[src/rtl/pc_gen_if.sv]
// Fetch-side bundle for pc_gen: pipeline control inputs and the fetch address / status outputs.
interface pc_gen_if #(
  parameter int XLEN = 32
);
  logic            stall;
  logic            redirect_valid;
  logic [XLEN-1:0] redirect_target;
  logic            trap;
  logic            call;
  logic            ret;
  logic [XLEN-1:0] pc;
  logic            pc_valid;
  logic            misaligned;
  logic            ras_empty;
  logic            ras_full;

  modport master (
    output stall, redirect_valid, redirect_target, trap, call, ret,
    input  pc, pc_valid, misaligned, ras_empty, ras_full
  );

  modport slave (
    input  stall, redirect_valid, redirect_target, trap, call, ret,
    output pc, pc_valid, misaligned, ras_empty, ras_full
  );
endinterface

[src/rtl/pc_gen.sv]
// Program-counter generator for the fetch stage: sequential advance, stall, redirect, trap.
// Optional return-address stack enabled by defining PC_RAS_EN.
module pc_gen #(
  parameter int              XLEN         = 32,
  parameter logic [XLEN-1:0] RESET_VECTOR = '0,
  parameter logic [XLEN-1:0] TRAP_VECTOR  = XLEN'(32'h100),
  parameter int              RAS_DEPTH    = 4
) (
  input logic     clock,
  input logic     reset,
  pc_gen_if.slave bus
);

  typedef enum logic [1:0] {
    BOOT    = 2'd0,
    RUN     = 2'd1,
    STALLED = 2'd2,
    HALT    = 2'd3
  } state_t;

  state_t          state_r, state_nxt_s;
  logic [XLEN-1:0] pc_r, pc_nxt_s;
  logic            pc_valid_r, pc_valid_nxt_s;
  logic            misaligned_r, misaligned_nxt_s;
  logic            pend_valid_r, pend_valid_nxt_s;
  logic [XLEN-1:0] pend_target_r, pend_target_nxt_s;

  logic [XLEN-1:0] seq_pc_s;
  logic            redir_any_s;
  logic [XLEN-1:0] redir_tgt_s;
  logic            redir_bad_s;
  logic            ras_push_s, ras_pop_s, ras_clr_s;
  logic [XLEN-1:0] ras_top_s;
  logic            ras_nonempty_s;

  // A live redirect is newer than anything buffered during a stall, so it wins.
  assign seq_pc_s    = pc_r + XLEN'(4);
  assign redir_any_s = bus.redirect_valid | pend_valid_r;
  assign redir_tgt_s = bus.redirect_valid ? bus.redirect_target : pend_target_r;
  assign redir_bad_s = (redir_tgt_s[1:0] != 2'b00);

  // State register.
  always_ff @(posedge clock or posedge reset) begin
    if (reset) state_r <= BOOT;
    else       state_r <= state_nxt_s;
  end

  // Next-state selection.
  always_comb begin
    state_nxt_s = state_r;
    case (state_r)
      BOOT: state_nxt_s = RUN;
      RUN, STALLED: begin
        if (bus.trap)                      state_nxt_s = RUN;
        else if (bus.stall)                state_nxt_s = STALLED;
        else if (redir_any_s && redir_bad_s) state_nxt_s = HALT;
        else                               state_nxt_s = RUN;
      end
      HALT: begin
        if (bus.trap) state_nxt_s = RUN;
        else          state_nxt_s = HALT;
      end
      default: state_nxt_s = BOOT;
    endcase
  end

  // Next values of pc, status outputs, pending redirect and RAS operations.
  always_comb begin
    pc_nxt_s          = pc_r;
    pc_valid_nxt_s    = pc_valid_r;
    misaligned_nxt_s  = 1'b0;
    pend_valid_nxt_s  = pend_valid_r;
    pend_target_nxt_s = pend_target_r;
    ras_push_s        = 1'b0;
    ras_pop_s         = 1'b0;
    ras_clr_s         = 1'b0;
    case (state_r)
      BOOT: pc_valid_nxt_s = 1'b1;
      RUN, STALLED: begin
        if (bus.trap) begin
          pc_nxt_s         = TRAP_VECTOR;
          pc_valid_nxt_s   = 1'b1;
          pend_valid_nxt_s = 1'b0;
          ras_clr_s        = 1'b1;
        end else if (bus.stall) begin
          if (bus.redirect_valid) begin
            pend_valid_nxt_s  = 1'b1;
            pend_target_nxt_s = bus.redirect_target;
          end else begin
            pend_valid_nxt_s  = pend_valid_r;
          end
        end else if (redir_any_s) begin
          pend_valid_nxt_s = 1'b0;
          if (redir_bad_s) begin
            misaligned_nxt_s = 1'b1;
            pc_valid_nxt_s   = 1'b0;
          end else begin
            pc_nxt_s = redir_tgt_s;
          end
        end else begin
          // Call/ret only take effect when pc actually advances.
          ras_push_s = bus.call;
          ras_pop_s  = bus.ret && ras_nonempty_s;
          if (ras_pop_s) pc_nxt_s = ras_top_s;
          else           pc_nxt_s = seq_pc_s;
        end
      end
      HALT: begin
        if (bus.trap) begin
          pc_nxt_s         = TRAP_VECTOR;
          pc_valid_nxt_s   = 1'b1;
          pend_valid_nxt_s = 1'b0;
          ras_clr_s        = 1'b1;
        end else begin
          pc_valid_nxt_s   = 1'b0;
        end
      end
      default: begin
        pc_nxt_s       = RESET_VECTOR;
        pc_valid_nxt_s = 1'b0;
      end
    endcase
  end

  // Datapath registers.
  always_ff @(posedge clock or posedge reset) begin
    if (reset) begin
      pc_r          <= RESET_VECTOR;
      pc_valid_r    <= 1'b0;
      misaligned_r  <= 1'b0;
      pend_valid_r  <= 1'b0;
      pend_target_r <= '0;
    end else begin
      pc_r          <= pc_nxt_s;
      pc_valid_r    <= pc_valid_nxt_s;
      misaligned_r  <= misaligned_nxt_s;
      pend_valid_r  <= pend_valid_nxt_s;
      pend_target_r <= pend_target_nxt_s;
    end
  end

  assign bus.pc         = pc_r;
  assign bus.pc_valid   = pc_valid_r;
  assign bus.misaligned = misaligned_r;

`ifdef PC_RAS_EN
  localparam int RAS_AW = $clog2(RAS_DEPTH);

  logic [XLEN-1:0]   ras_mem_r [RAS_DEPTH];
  logic [RAS_AW-1:0] ras_ptr_r, ras_ptr_nxt_s;
  logic [RAS_AW:0]   ras_cnt_r, ras_cnt_nxt_s;
  logic              ras_empty_r, ras_full_r;

  assign ras_top_s      = ras_mem_r[ras_ptr_r];
  assign ras_nonempty_s = (ras_cnt_r != '0);

  // Circular stack pointer/count; a push onto a full stack overwrites the oldest entry.
  always_comb begin
    ras_ptr_nxt_s = ras_ptr_r;
    ras_cnt_nxt_s = ras_cnt_r;
    if (ras_clr_s) begin
      ras_ptr_nxt_s = '0;
      ras_cnt_nxt_s = '0;
    end else if (ras_push_s && !ras_pop_s) begin
      ras_ptr_nxt_s = ras_ptr_r + RAS_AW'(1);
      if (ras_cnt_r != (RAS_AW+1)'(RAS_DEPTH)) ras_cnt_nxt_s = ras_cnt_r + (RAS_AW+1)'(1);
      else                                     ras_cnt_nxt_s = ras_cnt_r;
    end else if (ras_pop_s && !ras_push_s) begin
      ras_ptr_nxt_s = ras_ptr_r - RAS_AW'(1);
      ras_cnt_nxt_s = ras_cnt_r - (RAS_AW+1)'(1);
    end else begin
      ras_ptr_nxt_s = ras_ptr_r;
    end
  end

  // RAS pointer, count and registered status flags.
  always_ff @(posedge clock or posedge reset) begin
    if (reset) begin
      ras_ptr_r   <= '0;
      ras_cnt_r   <= '0;
      ras_empty_r <= 1'b1;
      ras_full_r  <= 1'b0;
    end else begin
      ras_ptr_r   <= ras_ptr_nxt_s;
      ras_cnt_r   <= ras_cnt_nxt_s;
      ras_empty_r <= (ras_cnt_nxt_s == '0);
      ras_full_r  <= (ras_cnt_nxt_s == (RAS_AW+1)'(RAS_DEPTH));
    end
  end

  // Push slot equals the next pointer for both plain push and pop-then-push.
  always_ff @(posedge clock) begin
    if (ras_push_s && !ras_clr_s) ras_mem_r[ras_ptr_nxt_s] <= seq_pc_s;
  end

  assign bus.ras_empty = ras_empty_r;
  assign bus.ras_full  = ras_full_r;
`else
  logic unused_s;

  assign ras_top_s      = seq_pc_s;
  assign ras_nonempty_s = 1'b0;
  assign unused_s       = ras_push_s ^ ras_pop_s ^ ras_clr_s ^ (RAS_DEPTH == 0);
  assign bus.ras_empty  = 1'b1;
  assign bus.ras_full   = 1'b0;
`endif

endmodule

[src/flat_wrapper.sv]
// flat-port wrapper written by rule: the top's interface ports become plain ports
module pc_gen_flat 
#(
  parameter int              XLEN         = 32,
  parameter logic [XLEN-1:0] RESET_VECTOR = '0,
  parameter logic [XLEN-1:0] TRAP_VECTOR  = XLEN'(32'h100),
  parameter int              RAS_DEPTH    = 4
)
  (clock, reset, bus_stall, bus_redirect_valid, bus_redirect_target, bus_trap, bus_call, bus_ret, bus_pc, bus_pc_valid, bus_misaligned, bus_ras_empty, bus_ras_full);
  pc_gen_if #(.XLEN(XLEN)) bus_i ();
  input logic clock;
  input logic reset;
  input wire logic [$bits(bus_i.stall)-1:0] bus_stall;
  input wire logic [$bits(bus_i.redirect_valid)-1:0] bus_redirect_valid;
  input wire logic [$bits(bus_i.redirect_target)-1:0] bus_redirect_target;
  input wire logic [$bits(bus_i.trap)-1:0] bus_trap;
  input wire logic [$bits(bus_i.call)-1:0] bus_call;
  input wire logic [$bits(bus_i.ret)-1:0] bus_ret;
  output wire logic [$bits(bus_i.pc)-1:0] bus_pc;
  output wire logic [$bits(bus_i.pc_valid)-1:0] bus_pc_valid;
  output wire logic [$bits(bus_i.misaligned)-1:0] bus_misaligned;
  output wire logic [$bits(bus_i.ras_empty)-1:0] bus_ras_empty;
  output wire logic [$bits(bus_i.ras_full)-1:0] bus_ras_full;
  assign bus_i.stall = bus_stall;
  assign bus_i.redirect_valid = bus_redirect_valid;
  assign bus_i.redirect_target = bus_redirect_target;
  assign bus_i.trap = bus_trap;
  assign bus_i.call = bus_call;
  assign bus_i.ret = bus_ret;
  assign bus_pc = bus_i.pc;
  assign bus_pc_valid = bus_i.pc_valid;
  assign bus_misaligned = bus_i.misaligned;
  assign bus_ras_empty = bus_i.ras_empty;
  assign bus_ras_full = bus_i.ras_full;
  pc_gen #(.XLEN(XLEN), .RESET_VECTOR(RESET_VECTOR), .TRAP_VECTOR(TRAP_VECTOR), .RAS_DEPTH(RAS_DEPTH)) u_core (.clock(clock), .reset(reset), .bus(bus_i));
endmodule
[config.mk]
export PLATFORM = sky130hd
export DESIGN_NAME = pc_gen_flat
export DESIGN_NICKNAME = d
export VERILOG_FILES = /design/src/rtl/pc_gen_if.sv /design/src/rtl/pc_gen.sv /design/src/flat_wrapper.sv
export SDC_FILE = /design/constraint.sdc
export NUM_CORES = 1
export LEC_CHECK = 0
export CORE_ASPECT_RATIO = 0.8
export CORE_UTILIZATION = 53
export DETAILED_ROUTE_END_ITERATION = 7
export PLACE_DENSITY = 0.9
export SETUP_SLACK_MARGIN = 0.1
export SYNTH_ARGS = -nofsm -noshare
export SYNTH_HDL_FRONTEND = slang
export SYNTH_SLANG_ARGS = --single-unit
[constraint.sdc]
create_clock -name clock -period 3.35 [get_ports clock]
set_input_delay 0.8375 -clock clock [delete_from_list [all_inputs] [get_ports clock]]
set_output_delay 0.8375 -clock clock [all_outputs]
set_load 0.05 [all_outputs]
Yosys cells after proc, flatten, opt, wreduce, memory -nomap -nowiden
Index checks and enable logic that the tools add are counted.
{"block": "classes", "add_sub_neg": 1, "n_eq_ne": 10, "mux": 29, "bitwise_logic": 2, "n_reduce_logical": 9}
{"cell": "two-way mux 32 bit", "n": 6}
{"cell": "one-hot mux 32 bit (2 select lines)", "n": 1}
{"cell": "adder 32 x 3 -> 32 bit, second input constant", "n": 1}
{"cell": "two-way mux 1 bit", "n": 15}
{"cell": "two-way mux 2 bit", "n": 4}
{"cell": "inequality test 4 bit, second input constant", "n": 2}
{"cell": "AND reduction 4 bit", "n": 2}
{"cell": "inequality test 3 x 2 -> 1 bit, second input constant", "n": 2}
{"cell": "one-hot mux 2 bit (3 select lines)", "n": 1}
{"cell": "AND reduction 3 bit", "n": 2}
{"cell": "== test 2 bit, second input constant", "n": 2}
{"cell": "inequality test 4 x 3 -> 1 bit, second input constant", "n": 1}
{"cell": "nonzero test 2 bit", "n": 2}
{"cell": "inequality test 3 bit, second input constant", "n": 1}
{"cell": "one-hot mux 1 bit (3 select lines)", "n": 1}
{"cell": "== test 2 x 1 -> 1 bit, second input constant", "n": 1}
{"cell": "logical NOT 2 bit", "n": 1}
{"cell": "inequality test 2 bit, second input constant", "n": 1}
{"cell": "one-hot mux 1 bit (2 select lines)", "n": 1}
{"cell": "OR reduction 2 bit", "n": 1}
{"cell": "logical AND 1 bit", "n": 1}
{"cell": "inverter 1 bit", "n": 1}
{"cell": "bitwise OR 1 bit", "n": 1}
{"block": "totals", "register_bits": 69, "wordCells": 57}

Depth between registers and ports, before layout
{"block": "logic_depth", "depth_word": 7, "ltp_mapped": 9, "ltp_nobuf": 7}

Worst setup path after synthesis
No wires, ideal clock.
{"block": "synth_timing", "kind": "register to register", "from": "register u_core.pc_r[3], in the netlist u_core.bus.pc[3]", "to": "register u_core.pc_r[30], in the netlist u_core.bus.pc[30]", "setup_time_ns": 0.122, "arrival_time_ns": 2.249, "slack_ns": 0.980, "stages_incl_launch_ff": 7, "cell_sequence": "dfrtp_1 -> ha_1 -> and3_4 -> nand4_4 -> or4_4 -> a31o_1 -> a32o_1"}
{"block": "synth_between", "elab_chain_cells": 5}
{"element": "from (decl)", "line_no": "pc_gen.sv:22", "source": "logic [XLEN-1:0] pc_r, pc_nxt_s;"}
{"element": "from (signal assigned)", "line_no": "pc_gen.sv:134", "source": "pc_r <= pc_nxt_s;"}
{"element": "adder 32 x 3 -> 32 bit", "line_no": "pc_gen.sv:37", "source": "assign seq_pc_s = pc_r + XLEN'(4);"}
{"element": "two-way mux 32 bit", "line_no": "pc_gen.sv:92", "source": "end else if (redir_any_s) begin"}
{"element": "two-way mux 32 bit", "line_no": "pc_gen.sv:85", "source": "end else if (bus.stall) begin"}
{"element": "two-way mux 32 bit", "line_no": "pc_gen.sv:80", "source": "if (bus.trap) begin"}
{"element": "one-hot mux 32 bit (2 select lines)", "line_no": "pc_gen.sv:77", "source": "case (state_r)"}
Every way passes these cells. The select of a mux whose other input is x is not followed.
A chain may end at the register's enable or synchronous reset.

Final worst setup path
{"block": "layout_timing", "from": "input bus_trap", "to": "register u_core.pc_r[23], in the netlist u_core.bus.pc[23]"}
{"block": "layout_between", "elab_chain_cells": 2, "word_cells_on_any_way": 6}
{"element": "from (decl)", "line_no": "flat_wrapper.sv:16", "source": "input wire logic [$bits(bus_i.trap)-1:0] bus_trap;"}
{"element": "inequality test 4 bit (no source line), or another cell as far along"}
{"element": "AND reduction 4 bit (no source line) / one-hot mux 32 bit (2 select lines) (equally long branches)"}
Parallel ways exist; a longest one is shown, timed or not.

==> results.md <==
* Run status: complete, no violations
* Initial antenna violation count at 0
* PwrDens at 939 mW/mm²
* Port bufs at 70
* Int Pwr at 2.43 mW
* FMAX at 367 MHz
* Worst hold slack at 0.486 ns
* Initial DRC count at 314
* CP peak stage delay at 0.61 ns
* H-tree depth at 3
* RSZ-0062 raised after global routing: no
* Combinational power share at 0.513
* Drt wl/cell at 18.6 µm
* Least-Margin Pin Slew at 0.801 ns
* Post-synth ARST share at 1.00
* Core Region at 0.00706 mm²
* Startpoint types: input pin
* Count of flip-flops with a built-in enable after synthesis at 0
* Post-synth cell types at 65
* Worst-path clk slew at 0.07 ns
* Leakage at 1.97 nW
* Io pins at 75
* Synthesized area at 0.00398 mm²
* CTS Buf Count at 9
* # rows at 27
* Post-CTS Repair Setup Buffers at 0
* Root Driver: clkbuf_8
* Drt drc at 0
* Largest net degree at the start of global routing at 49
* Clock Tree Buf Depth at 2
* Post-route ant nets at 0
* #FFs+latches synth at 69
* Mapped Cells at 430
* First-pass GRT wire length at 17.9 mm
* Layout net count at 531
* Syn-to-layout area delta at 23.3%
* Post-Syn Area per Cell at 9.25 µm²
* Final Hold Fails at 0
* Worst vdd ir at 0.559 mV
* Vias in the first global route at 3680
* Main synth FF type: dfrtp_1
* Final setup vio count at 0
* Via/cell ratio at 6.54
* Seq/Total Area, Yosys at 0.434
* Fin crit period at 2.72 ns
* Routed Wire Length at 10.8 mm
* Clock latency on the worst-skew pair at 0.35 ns
* Cts repair resizes at 0
* GRT Resource Usage Total at 0.291
* CTS tree: yes
* Syn Nets at 472
* Switch Pwr at 2.17 mW
* Clock skew at 0.00689 ns
* Sw Share at 0.472
* Fin. max-slew vios at 0
* Post-route setup TNS at 0 ns
* Post-CTS Hold Fix Bufs at 0
* CP endpoint kind: flip-flop
* Flop pwr share at 0.352
* Slowest CP cell: clkdlybuf4s50_1
* WP data arrival at 2.96 ns
* Clock Sinks at 69
* Vias at 3800
* Yosys Warn Count at 0
* Crit Path Class: in -> reg
* Maxcap violations at 0
* Gr ovfl total at 0
* Final Wtd Congestion at 0.906
* Worst slew margin at 0.466
* Die width at 98.9 µm
* Share of cells above drive strength 1 at 0.148
* Tcrit/Tclk final at 0.813
* HP Class: reg -> reg
* CP cell instances: clkdlybuf4s50_1 > nand2b_1 > a311oi_2 > or4_1 > a21oi_1 > a221o_1
* Number of detailed-route iterations in the first pass at 5
* CP Max Fanout at 11
* Die height at 79.5 µm
* Die ar. at 0.00786 mm²
* Worst Path Required at 3.59 ns
* Starting Density at 0.563
* Antenna cell count at 0
* Half-perimeter wire length after placement at 7.35 mm
* Clock power share at 0.135
[cells by family after synthesis]
| logic type | Yosys count | synth area share |
|---|---|---|
| adders and majority gates | 3 | 0.00944 |
| DFF | 69 | 0.434 |
| muxes | 37 | 0.103 |
| other | 2 | 0.00189 |
| and+or+nand+nor | 140 | 0.185 |
| AOI/OAI and AO/OA | 133 | 0.214 |
| buffers and inverters | 46 | 0.0525 |
[power by group through the flow]
stage / Combinational (mW) / Clock, mW / Sequential, mW
3_3_place_gp: 2.27 / 0 / 1.59
4_1_cts: 2.35 / 0.626 / 1.60
2_1_floorplan: 1.08 / 0 / 2.10
6_report: 2.36 / 0.624 / 1.62
5_1_grt: 2.53 / 0.663 / 1.67
3_5_place_dp: 2.34 / 0 / 1.61
[synth_stat cells, drive strengths merged, types with 9 or more instances]
master | count | share of area
clkbuf | 17 | 0.016
nand3 | 14 | 0.018
nor2 | 32 | 0.030
inv | 11 | 0.010
o21ai | 57 | 0.072
nor3 | 9 | 0.013
dfrtp | 69 | 0.43
mux2 | 30 | 0.085
nand4 | 13 | 0.026
nor4 | 9 | 0.017
nand2 | 43 | 0.041
a21oi | 20 | 0.025
buf | 17 | 0.025
[critical path, delay by kind of cell]
family | cells | cell delay (ns)
and+or+nand+nor | 2 | 0.65
AOI/OAI and AO/OA | 3 | 0.86
buffers and inverters | 1 | 0.61
[state kept, by name, indices dropped and copies added, names as in the netlist]
signal and cells:
u_core.bus.misaligned 1, u_core.bus.pc 32, u_core.bus.pc_valid 1, u_core.pend_target_r 32, u_core.pend_valid_r 1, u_core.state_r 2
[final timing paths]
path	start	end	slack [ns]	depth (start not counted)
worst max-delay path	bus_trap	u_core.bus.pc[23]	0.63	6
worst min-delay path	u_core.pend_target_r[2]	u_core.pend_target_r[2]	0.49	2
worst max register to register	u_core.bus.pc[4]	u_core.bus.pc[31]	1.06	5
worst min register to register	u_core.pend_target_r[2]	u_core.pend_target_r[2]	0.49	2
max in group asynchronous	reset	u_core.bus.pc[23]	1.84	3
min in group asynchronous	reset	u_core.pend_target_r[22]	0.86	2
[metal layers]
| layer | up-vias | wire length, µm | global-route usage |
|---|---|---|---|
| met3 | 25 | 1030 | 0.0736 |
| li1 | 1720 | - | - |
| met5 | - | 0 | 0 |
| met4 | 0 | 174 | 0.0910 |
| met2 | 215 | 4950 | 0.455 |
| met1 | 1840 | 4650 | 0.400 |
[cells in the final DEF (no fill, tap or decap), types with 2 or more instances in the layout]
| master | instances |
|---|---|
| clkinv_2 | 3 |
| nor3_1 | 8 |
| a31oi_1 | 6 |
| a32o_1 | 4 |
| o22a_1 | 2 |
| o211ai_1 | 2 |
| a21oi_1 | 20 |
| nor4_1 | 7 |
| nor4b_1 | 2 |
| and4_1 | 2 |
| nand4_1 | 11 |
| o2bb2ai_1 | 6 |
| mux2i_1 | 7 |
| o21ai_0 | 57 |
| nand3_1 | 14 |
| clkdlybuf4s50_1 | 70 |
| nand2_1 | 43 |
| a221o_1 | 2 |
| o22ai_1 | 4 |
| conb_1 | 2 |
| o21a_1 | 2 |
| inv_1 | 10 |
| nor2_1 | 32 |
| mux2_2 | 30 |
| or2_2 | 2 |
| and3_1 | 2 |
| o311ai_0 | 2 |
| clkbuf_8 | 11 |
| and4_2 | 2 |
| ha_1 | 3 |
| a211oi_1 | 7 |
| nor4_2 | 2 |
| buf_4 | 11 |
| dfrtp_1 | 69 |
| a2bb2oi_1 | 5 |
[through the flow]
stage	utilization	setup WS, ns	area, µm²	instances	power (mW)
global route	0.694	0.528	4900	581	4.86
finish	0.694	0.628	4900	581	4.61
floorplan	-	0.773	3980	430	3.18
CTS	0.694	0.681	4900	581	4.58
detailed placement	0.669	0.313	4730	565	3.95
global placement	0.669	0.377	4730	565	3.86
[final cells by class]
class                      instances  area [µm²]
fill                             546        2160
multi-input combinational        315        2040
sequential                        69        1730
timing repair buffer              82         803
clock buffer                      12         155
tap                               87         109
inverter                          12        45.0
clock inverter                     4        22.5
No activity file was read; power rests on OpenSTA's default activity.
